## src/rtl/noc_traffic_gen.sv

```systemverilog
// Runtime-configurable flit traffic generator for the spidergon per-node injection bus.
// Each node runs a small IDLE/SEND sequencer; outputs are registered from next-state values.
module noc_traffic_gen #(
  parameter int NUM_OF_NODES            = 8,
  parameter int FLIT_DATA_WIDTH         = 16,
  parameter int NUM_OF_VIRTUAL_CHANNELS = 2,
  parameter int MAX_PKT_LEN             = 8,
  parameter int PKT_COUNT_WIDTH         = 8
) (
  input  logic                                  clk,
  input  logic                                  reset,
  input  logic                                  start,
  input  logic [1:0]                            mode,
  input  logic [$clog2(MAX_PKT_LEN+1)-1:0]      pkt_len,
  input  logic [PKT_COUNT_WIDTH-1:0]            num_pkts,
  output logic [NUM_OF_NODES*(2+$clog2(NUM_OF_VIRTUAL_CHANNELS)+FLIT_DATA_WIDTH)-1:0] data_input,
  output logic [NUM_OF_NODES-1:0]               flit_valid,
  input  logic [NUM_OF_NODES-1:0]               flit_ready,
  output logic                                  busy,
  output logic                                  done,
  output logic [31:0]                           flits_sent
);

  localparam int N   = NUM_OF_NODES;
  localparam int FDW = FLIT_DATA_WIDTH;
  localparam int VW  = $clog2(NUM_OF_VIRTUAL_CHANNELS);
  localparam int FTW = 2 + VW + FDW;
  localparam int DW  = $clog2(NUM_OF_NODES);
  localparam int IW  = $clog2(MAX_PKT_LEN);
  localparam int LW  = $clog2(MAX_PKT_LEN+1);
  localparam int PCW = PKT_COUNT_WIDTH;

  localparam logic [LW-1:0]  LEN_ONE = {{(LW-1){1'b0}}, 1'b1};
  localparam logic [IW-1:0]  IDX_ONE = {{(IW-1){1'b0}}, 1'b1};
  localparam logic [PCW-1:0] REM_ONE = {{(PCW-1){1'b0}}, 1'b1};
  localparam logic [VW-1:0]  VC_ONE  = {{(VW-1){1'b0}}, 1'b1};

  typedef enum logic [0:0] {ST_IDLE = 1'b0, ST_SEND = 1'b1} node_state_t;

  node_state_t          state_r  [N];
  node_state_t          state_nx [N];
  logic [IW-1:0]        idx_r    [N];
  logic [IW-1:0]        idx_nx   [N];
  logic [PCW-1:0]       rem_r    [N];
  logic [PCW-1:0]       rem_nx   [N];
  logic [VW-1:0]        vc_r     [N];
  logic [VW-1:0]        vc_nx    [N];

  logic [N*FTW-1:0]     data_r;
  logic [N*FTW-1:0]     data_nx_s;
  logic [N-1:0]         valid_r;
  logic [N-1:0]         valid_nx_s;
  logic [N-1:0]         hs_s;
  logic [31:0]          hs_cnt_s;
  logic [31:0]          flits_sent_r;
  logic                 busy_r;
  logic                 done_r;
  logic [1:0]           mode_r;
  logic [LW-1:0]        len_r;
  logic [1:0]           cfg_mode_s;
  logic [LW-1:0]        cfg_len_s;
  logic                 start_acc_s;
  logic                 all_idle_s;
  logic                 run_s;

  function automatic logic [LW-1:0] eff_len(input logic [LW-1:0] len);
    if (len == '0) begin
      eff_len = LEN_ONE;
    end else if (len > LW'(MAX_PKT_LEN)) begin
      eff_len = LW'(MAX_PKT_LEN);
    end else begin
      eff_len = len;
    end
  endfunction

  function automatic logic is_source(input logic [1:0] m, input logic [DW-1:0] node);
    case (m)
      2'd0:    is_source = (node == DW'(1));
      2'd1:    is_source = (node == DW'(1)) || (node == DW'(2));
      2'd2:    is_source = (node == DW'(1)) || (node == DW'(2)) ||
                           (node == DW'(N-2)) || (node == DW'(N-1));
      2'd3:    is_source = 1'b1;
      default: is_source = 1'b0;
    endcase
  endfunction

  // Head/single flits carry routing info; body/tail flits carry source and position.
  function automatic logic [FTW-1:0] build_flit(input logic [LW-1:0] len,
                                                 input logic [IW-1:0] idx,
                                                 input logic [VW-1:0] vc,
                                                 input logic [DW-1:0] src,
                                                 input logic [DW-1:0] dest);
    logic [1:0]     ftype;
    logic [FDW-1:0] payload;
    logic [LW-1:0]  idx_ext;
    idx_ext = LW'(idx);
    payload = '0;
    if (len == LEN_ONE) begin
      ftype = 2'b11;
    end else if (idx_ext == '0) begin
      ftype = 2'b01;
    end else if (idx_ext == len - LEN_ONE) begin
      ftype = 2'b00;
    end else begin
      ftype = 2'b10;
    end
    if (idx_ext == '0) begin
      payload[FDW-1 -: DW]    = dest;
      payload[FDW-DW-1 -: DW] = src;
    end else begin
      payload[IW +: DW]  = src;
      payload[IW-1:0]    = idx;
    end
    build_flit = {ftype, vc, payload};
  endfunction

  // Per-node next-state, next-flit and handshake accounting.
  always_comb begin
    start_acc_s = start & ~busy_r;
    if (start_acc_s) begin
      cfg_mode_s = mode;
      cfg_len_s  = eff_len(pkt_len);
    end else begin
      cfg_mode_s = mode_r;
      cfg_len_s  = len_r;
    end
    all_idle_s = 1'b1;
    hs_cnt_s   = '0;
    hs_s       = '0;
    data_nx_s  = '0;
    valid_nx_s = '0;
    for (int n = 0; n < N; n++) begin
      hs_s[n]     = valid_r[n] & flit_ready[n];
      hs_cnt_s    = hs_cnt_s + {31'b0, hs_s[n]};
      state_nx[n] = state_r[n];
      idx_nx[n]   = idx_r[n];
      rem_nx[n]   = rem_r[n];
      vc_nx[n]    = vc_r[n];
      case (state_r[n])
        ST_IDLE: begin
          if (start_acc_s && is_source(cfg_mode_s, DW'(n)) && (num_pkts != '0)) begin
            state_nx[n] = ST_SEND;
            idx_nx[n]   = '0;
            rem_nx[n]   = num_pkts;
            vc_nx[n]    = '0;
          end else begin
            state_nx[n] = ST_IDLE;
          end
        end
        ST_SEND: begin
          if (hs_s[n]) begin
            if (LW'(idx_r[n]) == cfg_len_s - LEN_ONE) begin
              if (rem_r[n] == REM_ONE) begin
                state_nx[n] = ST_IDLE;
              end else begin
                rem_nx[n] = rem_r[n] - REM_ONE;
                idx_nx[n] = '0;
                vc_nx[n]  = vc_r[n] + VC_ONE;
              end
            end else begin
              idx_nx[n] = idx_r[n] + IDX_ONE;
            end
          end else begin
            state_nx[n] = ST_SEND;
          end
        end
        default: state_nx[n] = ST_IDLE;
      endcase
      if (state_nx[n] == ST_SEND) begin
        all_idle_s    = 1'b0;
        valid_nx_s[n] = 1'b1;
        data_nx_s[n*FTW +: FTW] = build_flit(cfg_len_s, idx_nx[n], vc_nx[n], DW'(n),
                                             (cfg_mode_s == 2'd3) ? DW'(n + 1) : '0);
      end else begin
        valid_nx_s[n] = 1'b0;
        data_nx_s[n*FTW +: FTW] = '0;
      end
    end
    run_s = busy_r | start_acc_s;
  end

  // State, configuration and output registers.
  always_ff @(posedge clk) begin
    if (reset) begin
      busy_r       <= 1'b0;
      done_r       <= 1'b0;
      flits_sent_r <= '0;
      mode_r       <= 2'd0;
      len_r        <= LEN_ONE;
      valid_r      <= '0;
      data_r       <= '0;
      for (int n = 0; n < N; n++) begin
        state_r[n] <= ST_IDLE;
        idx_r[n]   <= '0;
        rem_r[n]   <= '0;
        vc_r[n]    <= '0;
      end
    end else begin
      busy_r  <= run_s & ~all_idle_s;
      done_r  <= run_s & all_idle_s;
      valid_r <= valid_nx_s;
      data_r  <= data_nx_s;
      if (start_acc_s) begin
        flits_sent_r <= '0;
        mode_r       <= mode;
        len_r        <= eff_len(pkt_len);
      end else begin
        flits_sent_r <= flits_sent_r + hs_cnt_s;
      end
      for (int n = 0; n < N; n++) begin
        state_r[n] <= state_nx[n];
        idx_r[n]   <= idx_nx[n];
        rem_r[n]   <= rem_nx[n];
        vc_r[n]    <= vc_nx[n];
      end
    end
  end

  assign data_input = data_r;
  assign flit_valid = valid_r;
  assign busy       = busy_r;
  assign done       = done_r;
  assign flits_sent = flits_sent_r;

endmodule

```

## config.mk

```make
export PLATFORM = sky130hd
export DESIGN_NAME = noc_traffic_gen
export DESIGN_NICKNAME = d
export VERILOG_FILES = /design/src/rtl/noc_traffic_gen.sv
export SDC_FILE = /design/constraint.sdc
export NUM_CORES = 1
export LEC_CHECK = 0
export ABC_AREA = 1
export CORE_ASPECT_RATIO = 0.7
export CORE_MARGIN = 1
export CORE_UTILIZATION = 35
export CTS_CLUSTER_SIZE = 28
export DETAILED_ROUTE_END_ITERATION = 8
export GPL_TIMING_DRIVEN = 0
export PLACE_DENSITY = 0.54
export SLEW_MARGIN = 20
export SYNTH_ARGS = -nofsm -noshare
export SYNTH_HDL_FRONTEND = slang
export SYNTH_SLANG_ARGS = --single-unit
```

## constraint.sdc

```tcl
create_clock -name clk -period 9.61 [get_ports clk]
set_clock_uncertainty 0.1 [all_clocks]
set_input_delay 1.922 -clock clk [delete_from_list [all_inputs] [get_ports clk]]
set_output_delay 1.922 -clock clk [all_outputs]
set_load 0.02 [all_outputs]
```

=== After elaboration in Yosys (flattened, before gate mapping) ===
Memories as Yosys holds them, arrays and structs flattened.
Index checks and enable logic that the tools add are counted.

* Register bits: 198
* Memory bits (writable): 104
* Input bits: 25
* Output and inout bits: 194
* Word-level logic and storage cells: 493
* Memories: 4

* $add $sub $neg: 33
* Order comparisons: 1
* Equal/unequal tests: 28
* Mux-type cells: 272
* Bitwise gates (word level): 69
* Reductions and logical operators: 56

{| class="wikitable"
|+ Memories
! memory !! words !! bits a word !! rd ports !! clocked after Yosys merged registers in !! write ports !! line !! RTL
|-
| rem_r || 8 || 8 || 8 || 0 || 8 || 44 || <nowiki>logic [PCW-1:0] rem_r [N];</nowiki>
|-
| idx_r || 8 || 3 || 8 || 0 || 8 || 42 || <nowiki>logic [IW-1:0] idx_r [N];</nowiki>
|-
| state_r || 8 || 1 || 8 || 0 || 8 || 40 || <nowiki>node_state_t state_r [N];</nowiki>
|-
| vc_r || 8 || 1 || 8 || 0 || 8 || 46 || <nowiki>logic [VW-1:0] vc_r [N];</nowiki>
|}

{| class="wikitable"
|+ Operator list
! kind !! number
|-
| 8-bit 2-to-1 mux || 40
|-
| 3-bit 2-to-1 mux || 48
|-
| 8-bit one-hot mux with 2 select lines || 8
|-
| 1-bit 2-to-1 mux || 110
|-
| 3-bit by 4-bit equality test with 1-bit output || 16
|-
| 8-bit by 1-bit equality test with 1-bit output, second input constant || 8
|-
| 8-bit by 1-bit subtractor with 8-bit output, second input constant || 8
|-
| 2-bit 2-to-1 mux || 29
|-
| 3-bit OR reduction || 17
|-
| 3-bit one-hot mux with 2 select lines || 8
|-
| 1-bit one-hot mux with 2 select lines || 19
|-
| 1-bit bitwise OR || 33
|-
| 32-bit by 8-bit adder with 32-bit output || 1
|-
| 1-bit NOT || 25
|-
| 3-bit by 1-bit adder with 3-bit output, second input constant || 8
|-
| 3-bit logical NOT || 8
|-
| 6-bit 2-to-1 mux || 4
|-
| 2-bit OR reduction || 11
|-
| 1-bit logical AND || 16
|-
| 4-bit 2-to-1 mux || 4
|-
| 1-bit bitwise AND || 11
|-
| 5-bit 2-to-1 mux || 2
|-
| 1-bit adder, second input constant || 8
|-
| 7-bit by 1-bit adder with 8-bit output || 1
|-
| 15 further kinds || 16
|}

=== Depth between registers and ports, before layout ===
Gate-level depths: netlist of the first run.

* Depth in word-level cells: 21
* Depth in mapped cells: 26
* Mapped depth without buffers: 25

=== Least setup slack after synthesis of the first run ===
No wires, ideal clock.

* Path kind: input to register
* Start point: input port flit_ready[2]
* End point: register flits_sent_r[30] (netlist: flits_sent[30])
* Library setup time: 0.131 ns
* Arrival: 5.546 ns
* Data required time: 9.379 ns
* Setup slack: 3.833 ns
* Stages: 22
* Path buffers: 0
* Path through: nand2_1 -> inv_1 -> fa_1 -> inv_1 -> fa_1 -> fa_1 -> inv_1 -> fa_1 -> fa_1 -> nand3_1 -> nand3_1 -> nand3_1 -> nor2_1 -> nand2_1 -> inv_1 -> nand2_1 -> nor2_1 -> nand4_1 -> inv_1 -> nand4_1 -> nand2_1 -> nor3b_1

* Word-level cells in the longest chain between the ends: 8

{| class="wikitable"
|+ Ends and longest elaborated chain
! what !! line !! RTL
|-
| start, declared || 18 || <nowiki>input logic [NUM_OF_NODES-1:0] flit_ready,</nowiki>
|-
| 1-bit bitwise AND || 133 || <nowiki>hs_s[n] = valid_r[n] & flit_ready[n];</nowiki>
|-
| 2-bit by 1-bit adder with 3-bit output || 134 || <nowiki>hs_cnt_s = hs_cnt_s + {31'b0, hs_s[n]};</nowiki>
|-
| 3-bit by 1-bit adder with 4-bit output || 134 ||
|-
| 4-bit by 1-bit adder with 5-bit output || 134 ||
|-
| 5-bit by 1-bit adder with 6-bit output || 134 ||
|-
| 6-bit by 1-bit adder with 7-bit output || 134 ||
|-
| 7-bit by 1-bit adder with 8-bit output || 134 ||
|-
| 32-bit by 8-bit adder with 32-bit output || 208 || <nowiki>flits_sent_r <= flits_sent_r + hs_cnt_s;</nowiki>
|-
| end signal, assigned || 208 ||
|-
| end, declared || 55 || <nowiki>logic [31:0] flits_sent_r;</nowiki>
|}

Every way passes these cells.
A chain may end at the register's enable or synchronous reset.

=== Worst setup path in the final report of the first run ===
* Start point: input port flit_ready[0]
* End point: register flits_sent_r[28] (netlist: flits_sent[28])

* Word-level cells in the longest chain between the ends: 9

{| class="wikitable"
|+ Ends and longest elaborated chain
! what !! line
|-
| 1-bit bitwise AND || 133
|-
| 1-bit by 1-bit adder with 2-bit output || 134
|-
| 2-bit by 1-bit adder with 3-bit output || 134
|-
| 3-bit by 1-bit adder with 4-bit output || 134
|-
| 4-bit by 1-bit adder with 5-bit output || 134
|-
| 5-bit by 1-bit adder with 6-bit output || 134
|-
| 6-bit by 1-bit adder with 7-bit output || 134
|-
| 7-bit by 1-bit adder with 8-bit output || 134
|-
| 32-bit by 8-bit adder with 32-bit output || 208
|}

Every way passes these cells.

==> flow_metrics.env, run 1 <==
export IMPL_end_kind="flop"
export IMPL_firstDrtPassIters=6
export IMPL_setup_viol=0
export IMPL_wire_per_inst_um=14.8
export IMPL_finalCriticalPeriod_ns=6.43
export IMPL_die_area_mm2=0.0350
export IMPL_cts_resized=0
export IMPL_maxClockFrequency_ghz=0.156
export IMPL_wirelength_um=36000
export IMPL_grt_pass1_vias=10300
export IMPL_rows=56
export IMPL_min_period_over_period_pct=66.9
export IMPL_yosys_area_top_type="dfxtp_1"
export IMPL_drtAntennaViolNets=0
export IMPL_cts_buffers=24
export IMPL_cp_required_ns=9.96
export IMPL_avgSynthCellArea_um2=6.88
export IMPL_drive_gt1_share_pct=11.9
export IMPL_synth_seq_cells=213
export IMPL_antenna_found_initial=0
export IMPL_initial_core_util_pct=35.7
export IMPL_dieHeight_um=157
export IMPL_die_w_um=223
export IMPL_ios=219
export IMPL_fillerInstances=3449
export IMPL_critPathArrivalTime_ns=6.78
export IMPL_place_gp_congestion=0.946
export IMPL_cts_tree="done"
export IMPL_grt_max_degree=14
export IMPL_ir_drop_mv=0.100
export IMPL_grt_pass1_wl_um=55900
export IMPL_rsz0062_at_grt="false"
export IMPL_clock_latency_ns=0.54
export IMPL_powerDensity_mw_per_mm2=166
export IMPL_post_cts_setup_buffers=0
export IMPL_cts_root_buf="clkbuf_16"
export IMPL_areaGrowthSynthToFinish_pct=25.2
export IMPL_syn_instance_count=1739
export IMPL_synth_edff_count=0
export IMPL_worstSetupPathType="input port to flop"
export IMPL_synth_top_cell_area_share_pct=35.6
export IMPL_viasPerCell=4.77
export IMPL_placed_cell_area_mm2=0.0142
export IMPL_num_nets_final=2038
export IMPL_design_area_mm2=0.0150
export IMPL_fp_coreArea_mm2=0.0336
export IMPL_grtUsageTotal_pct=20.2
export IMPL_synth_async_reset_ratio_pct=0
export IMPL_htreeDepth=1
export IMPL_tightest_slew_ns=0.980
export IMPL_io_buffers=144
export IMPL_cts_sinks=213
export IMPL_fin_setup_tns_ns=0
export IMPL_synth_area_mm2=0.0120
export IMPL_post_route_drc_count=0
export IMPL_ys_top_cells_by_area="dfxtp_1, nand2_1, inv_1"
export IMPL_ys_flop_type="dfxtp_1"
export IMPL_ys_seq_area_share_pct=35.6
export IMPL_finalHoldViolCount=0
export IMPL_dpl_hpwl_um=27200
export IMPL_cap_viol_max_count=0
export IMPL_clockBufferDepth=3
export IMPL_slew_headroom_pct=34.6
export IMPL_p_leak_nw=6.68
export IMPL_vias=11600
export IMPL_outcome="completed"
export IMPL_clkTransAtPathRegs_ns=0.06
export IMPL_n_antenna_cell=0
export IMPL_setup_worst_path_start_class="input port"
export IMPL_drt_iter0_drc=1005
export IMPL_holdCritPathClass="flop to flop"
export IMPL_final_max_slew_viol_count=0
export IMPL_crit_fanout=5
export IMPL_grt_ovfl_total=0
export IMPL_ys_warnings_count=0
export IMPL_yosys_cell_types_count=54
export IMPL_ctsHoldBuffers=0
[stage by stage]
step | total power, mW | utilization (%) | setup WS [ns] | hold slack, ns | cells
floorplan | 1.40 | - | 3.83 | 0.326 | 1806
global placement | 1.57 | 42.3 | 2.69 | 0.342 | 2385
detailed placement | 1.57 | 42.3 | 2.71 | 0.366 | 2385
CTS | 2.51 | 44.6 | 3.22 | 0.373 | 2425
global route | 2.62 | 44.6 | 2.73 | 0.391 | 2425
finish | 2.49 | 44.6 | 3.18 | 0.361 | 2425
[layout make-up]
type / count / area (um^2) / share of cell area (%)
buffer: 128 / 827 / 5.52
clock buffer: 32 / 682 / 4.55
clock inverter: 8 / 92.6 / 0.618
inverter: 235 / 882 / 5.89
multi-input combinational: 1230 / 6250 / 41.7
sequential: 213 / 4260 / 28.5
tap: 435 / 544 / 3.63
timing repair buffer: 144 / 1440 / 9.62
[cells in the mapped netlist (all sizes together), types with 4 or more instances]
cell    instances
nand3         131
nand4          33
o21ai         147
xor2            7
nand2         394
nor2          220
a31oi          30
xnor2          14
clkbuf         34
a21oi          85
or2             8
a211oi          6
ha             32
o22ai           4
dfxtp         213
fa              5
inv           234
nor3           19
buf            94
a221oi          8
[registers in the layout (all words and copies together), names as in the netlist]
name        flops
rem_r          64
done            1
flits_sent     32
mode_r          2
flit_valid      8
len_r           4
data_input     69
vc_r            8
busy            1
idx_r          24
[layout by cell type (no fill, tap or decap), types with 4 or more instances in the layout]
master | netlist | layout
clkinv_2 | 0 | 5
nand2_2 | 22 | 22
nand3_2 | 10 | 10
a21oi_1 | 81 | 81
ha_1 | 32 | 32
xnor2_1 | 14 | 14
a31oi_1 | 30 | 30
clkdlybuf4s50_1 | 0 | 144
o21ai_1 | 16 | 16
buf_4 | 85 | 85
buf_1 | 4 | 4
a211oi_1 | 5 | 5
nor2_4 | 9 | 9
xor2_1 | 7 | 7
a221oi_1 | 8 | 8
dfxtp_1 | 213 | 213
nor3_1 | 16 | 16
fa_1 | 5 | 5
nand4_1 | 33 | 33
nand3_1 | 119 | 119
o22ai_1 | 4 | 4
inv_1 | 202 | 202
or2_2 | 4 | 4
nor2_1 | 200 | 200
clkbuf_1 | 34 | 38
o21ai_0 | 130 | 130
nor2_2 | 10 | 10
inv_2 | 32 | 32
clkbuf_16 | 0 | 25
nand2_1 | 367 | 367
conb_1 | 1 | 68
[path summary, 6_finish.rpt]
check                                          startpoint  slack, ns  cells after the start                         to
worst min-delay path            flits_sent[21]$_SDFF_PP0_       0.36                      2  flits_sent[21]$_SDFF_PP0_
worst min register to register  flits_sent[21]$_SDFF_PP0_       0.36                      2  flits_sent[21]$_SDFF_PP0_
worst max register to register   flit_valid[0]$_SDFF_PP0_       4.15                     22  flits_sent[28]$_SDFF_PP0_
worst max-delay path                        flit_ready[0]       3.18                     22  flits_sent[28]$_SDFF_PP0_
[power by group]
part | internal [mW] | total (mW) | switching (mW)
Sequential | 0.927 | 0.961 | 0.0331
Combinational | 0.205 | 0.600 | 0.395
Clock | 0.547 | 0.925 | 0.378
[worst max-delay path: stages]
cell	delay [ns]
clkdlybuf4s50_1	0.39
nand2_1	0.12
inv_1	0.18
fa_1	0.64
inv_1	0.10
fa_1	0.51
fa_1	0.49
inv_1	0.16
fa_1	0.26
fa_1	0.22
nand3_1	0.11
nand3_1	0.11
nand3_1	0.11
nor2_1	0.15
nand2_1	0.09
nor3b_1	0.18
nand2_1	0.12
nor2_1	0.16
nand2_1	0.09
nor2_1	0.31
nand4_1	0.14
a22oi_1	0.21
[metal layers]
metal	vias to the layer above	part of all wire, %	GRT usage [%]
met1	5255	49	29.6
li1	5917	-	-
met4	0	1.7	3.97
met2	353	42	30.9
met3	54	6.6	3.42
met5	-	0	0
[kinds of logic after synthesis]
group                      after synthesis  share of synthesized area [%]
AOI/OAI and AO/OA                      288                           13.3
buffers and inverters                  363                           14.3
xor gates and xnor gates                21                           1.54
other                                    1                         0.0313
and+or+nand+nor                        813                           30.8
DFF                                    213                           35.6
adders and majority gates               37                           4.18
muxes                                    3                          0.282
Power figures use the tool's default switching activity.
==> inputs of run 2 (changes only) <==
--- a/config.mk
+++ b/config.mk
@@ -12,7 +12,7 @@
 export CTS_CLUSTER_SIZE = 28
 export DETAILED_ROUTE_END_ITERATION = 8
 export GPL_TIMING_DRIVEN = 0
-export PLACE_DENSITY = 0.54
+export PLACE_DENSITY = 0.56
 export SLEW_MARGIN = 20
 export SYNTH_ARGS = -nofsm -noshare
 export SYNTH_HDL_FRONTEND = slang
==> constraint.sdc (replaced) <==
create_clock -name clk -period 5.7 [get_ports clk]
set_clock_uncertainty 0.1 [all_clocks]
set_input_delay 1.14 -clock clk [delete_from_list [all_inputs] [get_ports clk]]
set_output_delay 1.14 -clock clk [all_outputs]
set_load 0.02 [all_outputs]
==> run 2 against run 1 <==
- utilization rose by 0.17 points
- via count rose by 0.92%
- combinational power rose by 70%
- wire length rose by 1.5%
- worst hold slack improved by 0.0030 ns
- clock power rose by 74%
- sequential cell count did not move
- power rose by 71%
- setup slack got worse by 2.9 ns
- cell count rose by 0.12%
- sequential power rose by 69%
- non-clock buffer count did not move
- critical path type unchanged
- largest cell class unchanged
- largest power group unchanged
- highest routed layer unchanged
==> flow_metrics.env, run 2 (same netlist as run 1, synthesis figures left out) <==
export IMPL_finalHoldViolCount=0
export IMPL_holdCritPathClass="flop to flop"
export IMPL_tightest_slew_ns=0.942
export IMPL_cts_root_buf="clkbuf_16"
export IMPL_multi_input_area_mm2=0.00627
export IMPL_grt_pass1_vias=10600
export IMPL_place_gp_congestion=0.940
export IMPL_viasPerCell=4.81
export IMPL_crit_fanout=5
export IMPL_initial_core_util_pct=35.7
export IMPL_clock_latency_ns=0.55
export IMPL_slowest_delay_ns=0.59
export IMPL_min_period_over_period_pct=95.6
export IMPL_htreeDepth=1
export IMPL_fillerInstances=3423
export IMPL_power_mw=4.26
export IMPL_seqCellArea_mm2=0.00426
export IMPL_post_route_drc_count=0
export IMPL_worstSetupPathType="input port to flop"
export IMPL_firstDrtPassIters=5
export IMPL_setup_viol=0
export IMPL_finalCriticalPeriod_ns=5.45
export IMPL_crit_slowest_cell="fa_1"
export IMPL_n_antenna_cell=0
export IMPL_largest_reg_flops=69
export IMPL_wirelength_um=36600
export IMPL_cts_tree="done"
export IMPL_drive_gt1_share_pct=12.2
export IMPL_vias=11700
export IMPL_mostFrequentLayoutCells="nand2_1, dfxtp_1, inv_1"
export IMPL_critPathArrivalTime_ns=5.81
export IMPL_drt_iter0_drc=956
export IMPL_path_cells="clkdlybuf4s50_1 -> nand2_2 -> inv_1 -> fa_1 -> inv_1 -> fa_1 -> fa_1 -> inv_2 -> fa_2 -> fa_1 -> nand3_1 -> nand3_1 -> nand3_1 -> nor2_1 -> nand2_1 -> nor3b_1 -> nand2_1 -> nor2_1 -> nand2_1 -> inv_1 -> nand2_1 -> o21ai_2 -> a22oi_1"
export IMPL_cap_viol_max_count=0
export IMPL_grt_max_degree=13
export IMPL_end_kind="flop"
export IMPL_die_w_um=223
export IMPL_cts_sinks=213
export IMPL_die_area_mm2=0.0350
export IMPL_grt_pass1_wl_um=56500
export IMPL_ctsHoldBuffers=0
export IMPL_dpl_hpwl_um=27100
export IMPL_setup_worst_path_start_class="input port"
export IMPL_final_common_cell="nand2_1"
export IMPL_grtUsageTotal_pct=20.5
export IMPL_slew_headroom_pct=37.2
export IMPL_maxClockFrequency_ghz=0.184
export IMPL_placed_cell_area_mm2=0.0142
export IMPL_wire_per_inst_um=15.1
export IMPL_p_leak_nw=6.69
export IMPL_post_cts_setup_buffers=0
export IMPL_ios=219
export IMPL_areaGrowthSynthToFinish_pct=25.6
export IMPL_antenna_found_initial=1
export IMPL_design_area_mm2=0.0150
export IMPL_grt_ovfl_total=0
export IMPL_rows=56
export IMPL_ir_drop_mv=0.199
export IMPL_dieHeight_um=157
export IMPL_rsz0062_at_grt="false"
export IMPL_cts_resized=0
export IMPL_fin_setup_tns_ns=0
export IMPL_clkTransAtPathRegs_ns=0.07
export IMPL_clockBufferDepth=3
export IMPL_num_nets_final=2038
export IMPL_outcome="completed"
export IMPL_drtAntennaViolNets=0
export IMPL_io_buffers=144
export IMPL_cp_required_ns=6.06
export IMPL_powerDensity_mw_per_mm2=283
export IMPL_fp_coreArea_mm2=0.0336
export IMPL_cts_buffers=24
export IMPL_final_max_slew_viol_count=0
-- run 2: per-stage QoR --
| step | hold WS, ns | utilization (%) | setup WS, ns | instances |
|---|---|---|---|---|
| floorplan | 0.326 | - | 0.705 | 1806 |
| global placement | 0.341 | 42.3 | -0.441 | 2385 |
| detailed placement | 0.351 | 42.3 | -0.488 | 2385 |
| CTS | 0.359 | 44.7 | 0.0778 | 2428 |
| global route | 0.395 | 44.8 | 0.0139 | 2428 |
| finish | 0.364 | 44.8 | 0.252 | 2428 |
-- run 2: path summary, 6_finish.rpt --
check / from / endpoint / slack, ns / depth (start not counted)
setup / recovery: flit_ready[2] / flits_sent[28]$_SDFF_PP0_ / 0.25 / 23
hold / removal: vc_r[0][3]$_SDFF_PP0_ / vc_r[0][3]$_SDFF_PP0_ / 0.36 / 1
setup reg to reg: flit_valid[0]$_SDFF_PP0_ / flits_sent[28]$_SDFF_PP0_ / 0.50 / 23
hold reg to reg: vc_r[0][3]$_SDFF_PP0_ / vc_r[0][3]$_SDFF_PP0_ / 0.36 / 1
-- run 2: worst max-delay path: cells and delay by family --
kind            cells  cell delay [ns]
simple gates       11             1.13
fa+ha+maj           5             2.49
compound gates      2             0.25
buf+inv             5             0.78
-- run 2: power by group --
| part | total, mW | switching (mW) | internal [mW] | leakage (nW) |
|---|---|---|---|---|
| Sequential | 1.62 | 0.0562 | 1.56 | 1.73 |
| Clock | 1.61 | 0.648 | 0.965 | 0.398 |
| Combinational | 1.02 | 0.677 | 0.348 | 4.56 |
-- run 2: cell type report --
type	count	share of cell area, %
sequential	213	28.4
timing repair buffer	144	9.58
clock buffer	35	4.53
clock inverter	8	0.840
buffer	128	5.50
inverter	235	5.87
tap	435	3.62
multi-input combinational	1230	41.7
-- run 2: per-layer routing --
layer,up-vias,global-route usage (%),share of wire (%)
met4,0,6.04,2.5
met1,5259,28.6,47
met2,405,31.7,43
li1,5949,-,-
met3,72,4.04,7.4
met5,-,0,0
==> edit: new RTL, config.mk and constraints of run 1 <==
Change the parameter `NUM_OF_NODES` from 8 to 16.
--- a/src/rtl/noc_traffic_gen.sv
+++ b/src/rtl/noc_traffic_gen.sv
@@ -2,5 +2,5 @@
 // Each node runs a small IDLE/SEND sequencer; outputs are registered from next-state values.
 module noc_traffic_gen #(
-  parameter int NUM_OF_NODES            = 8,
+  parameter int NUM_OF_NODES            = 16,
   parameter int FLIT_DATA_WIDTH         = 16,
   parameter int NUM_OF_VIRTUAL_CHANNELS = 2,
Interface: changed (resized data_input, flit_ready and flit_valid); port bits go from 219 to 387. The function was not compared with the original's and may differ.
==> edit against run 1 <==
- setup slack got worse by 0.75 ns
- design area rose by 81%
- sequential cell count rose by 176
- synthesized area rose by 80%
- sequential power rose by 79%
- total power rose by 78%
- synthesized cell count rose by 85%
- routed wire length rose by 120%
- worst hold slack got worse by 0.0026 ns
- critical path type unchanged
- largest power group is now the clock network
==> edit: results (changes against run 1) <==
{| class="wikitable"
! Metric !! Value
|-
| Outcome || finished, final reports clean
|-
| R2r worst-path depth || 23 (+4.5%)
|-
| Wire length of the first global-routing pass || 116 mm (+110%)
|-
| Routed vias || 21700 (+87%)
|-
| Worst-path cell with the longest stage delay || sky130_fd_sc_hd__clkbuf_1
|-
| Number of filler instances in the final layout || 6301 (+83%)
|-
| Total Nets Final || 3736 (+83%)
|-
| Detailed-routing iteration count for the pre-antenna-repair pass || 6 (unchanged)
|-
| Overall global routing resource usage || 24.2% (+4.0 points)
|-
| Top area cells in the synthesized netlist || sky130_fd_sc_hd__dfxtp_1, sky130_fd_sc_hd__nand2_1, sky130_fd_sc_hd__inv_1
|-
| Count of buffers from port buffering || 269 (+87%)
|-
| Slowest cell delay on critical path || 0.83 ns (+0.19 ns)
|-
| Total routed wirelength || 77.9 mm (+120%)
|-
| Worst slack on hold paths || 0.359 ns (-0.00259 ns)
|-
| Vias in the first global route || 19300 (+88%)
|-
| Cts bufs inserted || 41 (+71%)
|-
| Worst reg2reg startpoint || flit_valid[4]$_SDFF_PP0_
|-
| Number of gates given a new drive strength after cts || 0 (unchanged)
|-
| Class of the tightest hold or removal check || reg2reg
|-
| Count of routing violations after the opening detailed-route iteration || 2143 (+110%)
|-
| Detailed Place HPWL || 59.9 mm (+120%)
|-
| H-tree Lvls || 2 (+1)
|-
| Cell count of the worst hold path || 1 (-1)
|-
| Final estimated routing congestion in global placement || 0.964 (+1.9%)
|-
| Worst hold start || vc_r[1][0]$_SDFF_PP0_
|-
| Pin count of the biggest net entering global routing || 15 (+1)
|-
| Minimum setup slack among reg-to-reg paths || 3.44 ns (-0.71 ns)
|-
| Maximum vdd ir drop || 0.138 mV (+38%)
|-
| Number of warning messages in the yosys log || 0 (unchanged)
|-
| Synth cell count leaders || sky130_fd_sc_hd__nand2_1, sky130_fd_sc_hd__inv_1, sky130_fd_sc_hd__nor2_1
|-
| Hold EP || vc_r[1][0]$_SDFF_PP0_
|-
| Sequential area share after synthesis || 36.1% (+0.50 points)
|-
| Largest fanout on the critical path || 10 (+5)
|-
| Mapped Cells || 3210 (+85%)
|-
| Hold Fails Final Rpt || 0 (unchanged)
|-
| Share of cells above drive strength 1 || 8.54% (-3.3 points)
|-
| Yosys cell types || 49 (-9.3%)
|-
| Pin slew with the least headroom to its limit || 1.27 ns (+0.286 ns)
|-
| Data arrival time at the worst-slack endpoint || 7.50 ns (+0.72 ns)
|-
| Final Instance Count excl. Fillers || 4472 (+84%)
|-
| Max reg flops || 141 (+100%)
|-
| CP delay by family, top || buffers and inverters
|-
| Reg-to-reg critical path endpoint || flits_sent[24]$_SDFF_PP0_
|-
| Placed cell count || 4398 (+84%)
|-
| Antenna violations before repair || 5 (+5)
|-
| Leakage power || 12.4 nW (+86%)
|-
| Clock latency on the worst-skew pair || 0.59 ns (+0.05 ns)
|}
-- edit: layout make-up --
cell class / instances / area share, %
repair buffers: 269 / 9.93
clock inverters: 15 / 0.789
inverters: 438 / 6.06
diodes: 1 / 0.00923
multi-input cells: 2230 / 40.1
well taps: 808 / 3.73
plain buffers: 264 / 6.13
clock buffers: 58 / 4.54
flip-flops and latches: 389 / 28.7
-- edit: worst max path at each step --
stage	slack, ns	to	from	cells past startpoint
finish	2.43	done$_SDFF_PP0_	start	15
global route	2.06	flits_sent[24]$_SDFF_PP0_	flit_ready[0]	25
CTS	2.57	flits_sent[24]$_SDFF_PP0_	flit_ready[0]	25
detailed placement	1.99	flits_sent[24]$_SDFF_PP0_	flit_ready[0]	25
global placement	1.99	flits_sent[24]$_SDFF_PP0_	flit_ready[2]	25
floorplan	3.29	flits_sent[24]$_SDFF_PP0_	flit_ready[2]	25
-- edit: routing by layer --
metal  wire [µm]  vias to the layer above  track usage, %
met4        1520                        0            5.61
met5           0                        -               0
met3        7710                      103            5.88
li1            -                    10800               -
met1       37100                     9844            35.7
met2       31600                      884            35.1
-- edit: power by group --
group	total (mW)	internal (mW)	switching [mW]	leakage (nW)
sequential	1.72	1.67	0.0484	3.15
clock	1.74	1.03	0.707	0.715
combinational	0.971	0.309	0.662	8.54
-- edit: stage by stage --
stage | cell area [µm²] | setup WS, ns | util (%)
floorplan | 22000 | 3.29 | -
global placement | 25700 | 1.99 | 42.5
detailed placement | 25700 | 1.99 | 42.5
CTS | 27100 | 2.57 | 44.9
global route | 27100 | 2.06 | 44.9
finish | 27100 | 2.43 | 44.9
-- edit: logic make-up after synthesis --
family | after synthesis | synth area share, %
XOR/XNOR | 54 | 2.19
other | 1 | 0.0174
flip-flops | 389 | 36.1
multiplexers | 2 | 0.104
AND/OR/NAND/NOR | 1468 | 28.4
AO/OA/AOI/OAI | 524 | 13.3
buffers and inverters | 702 | 15.3
adder cells (fa/ha/maj) | 70 | 4.48
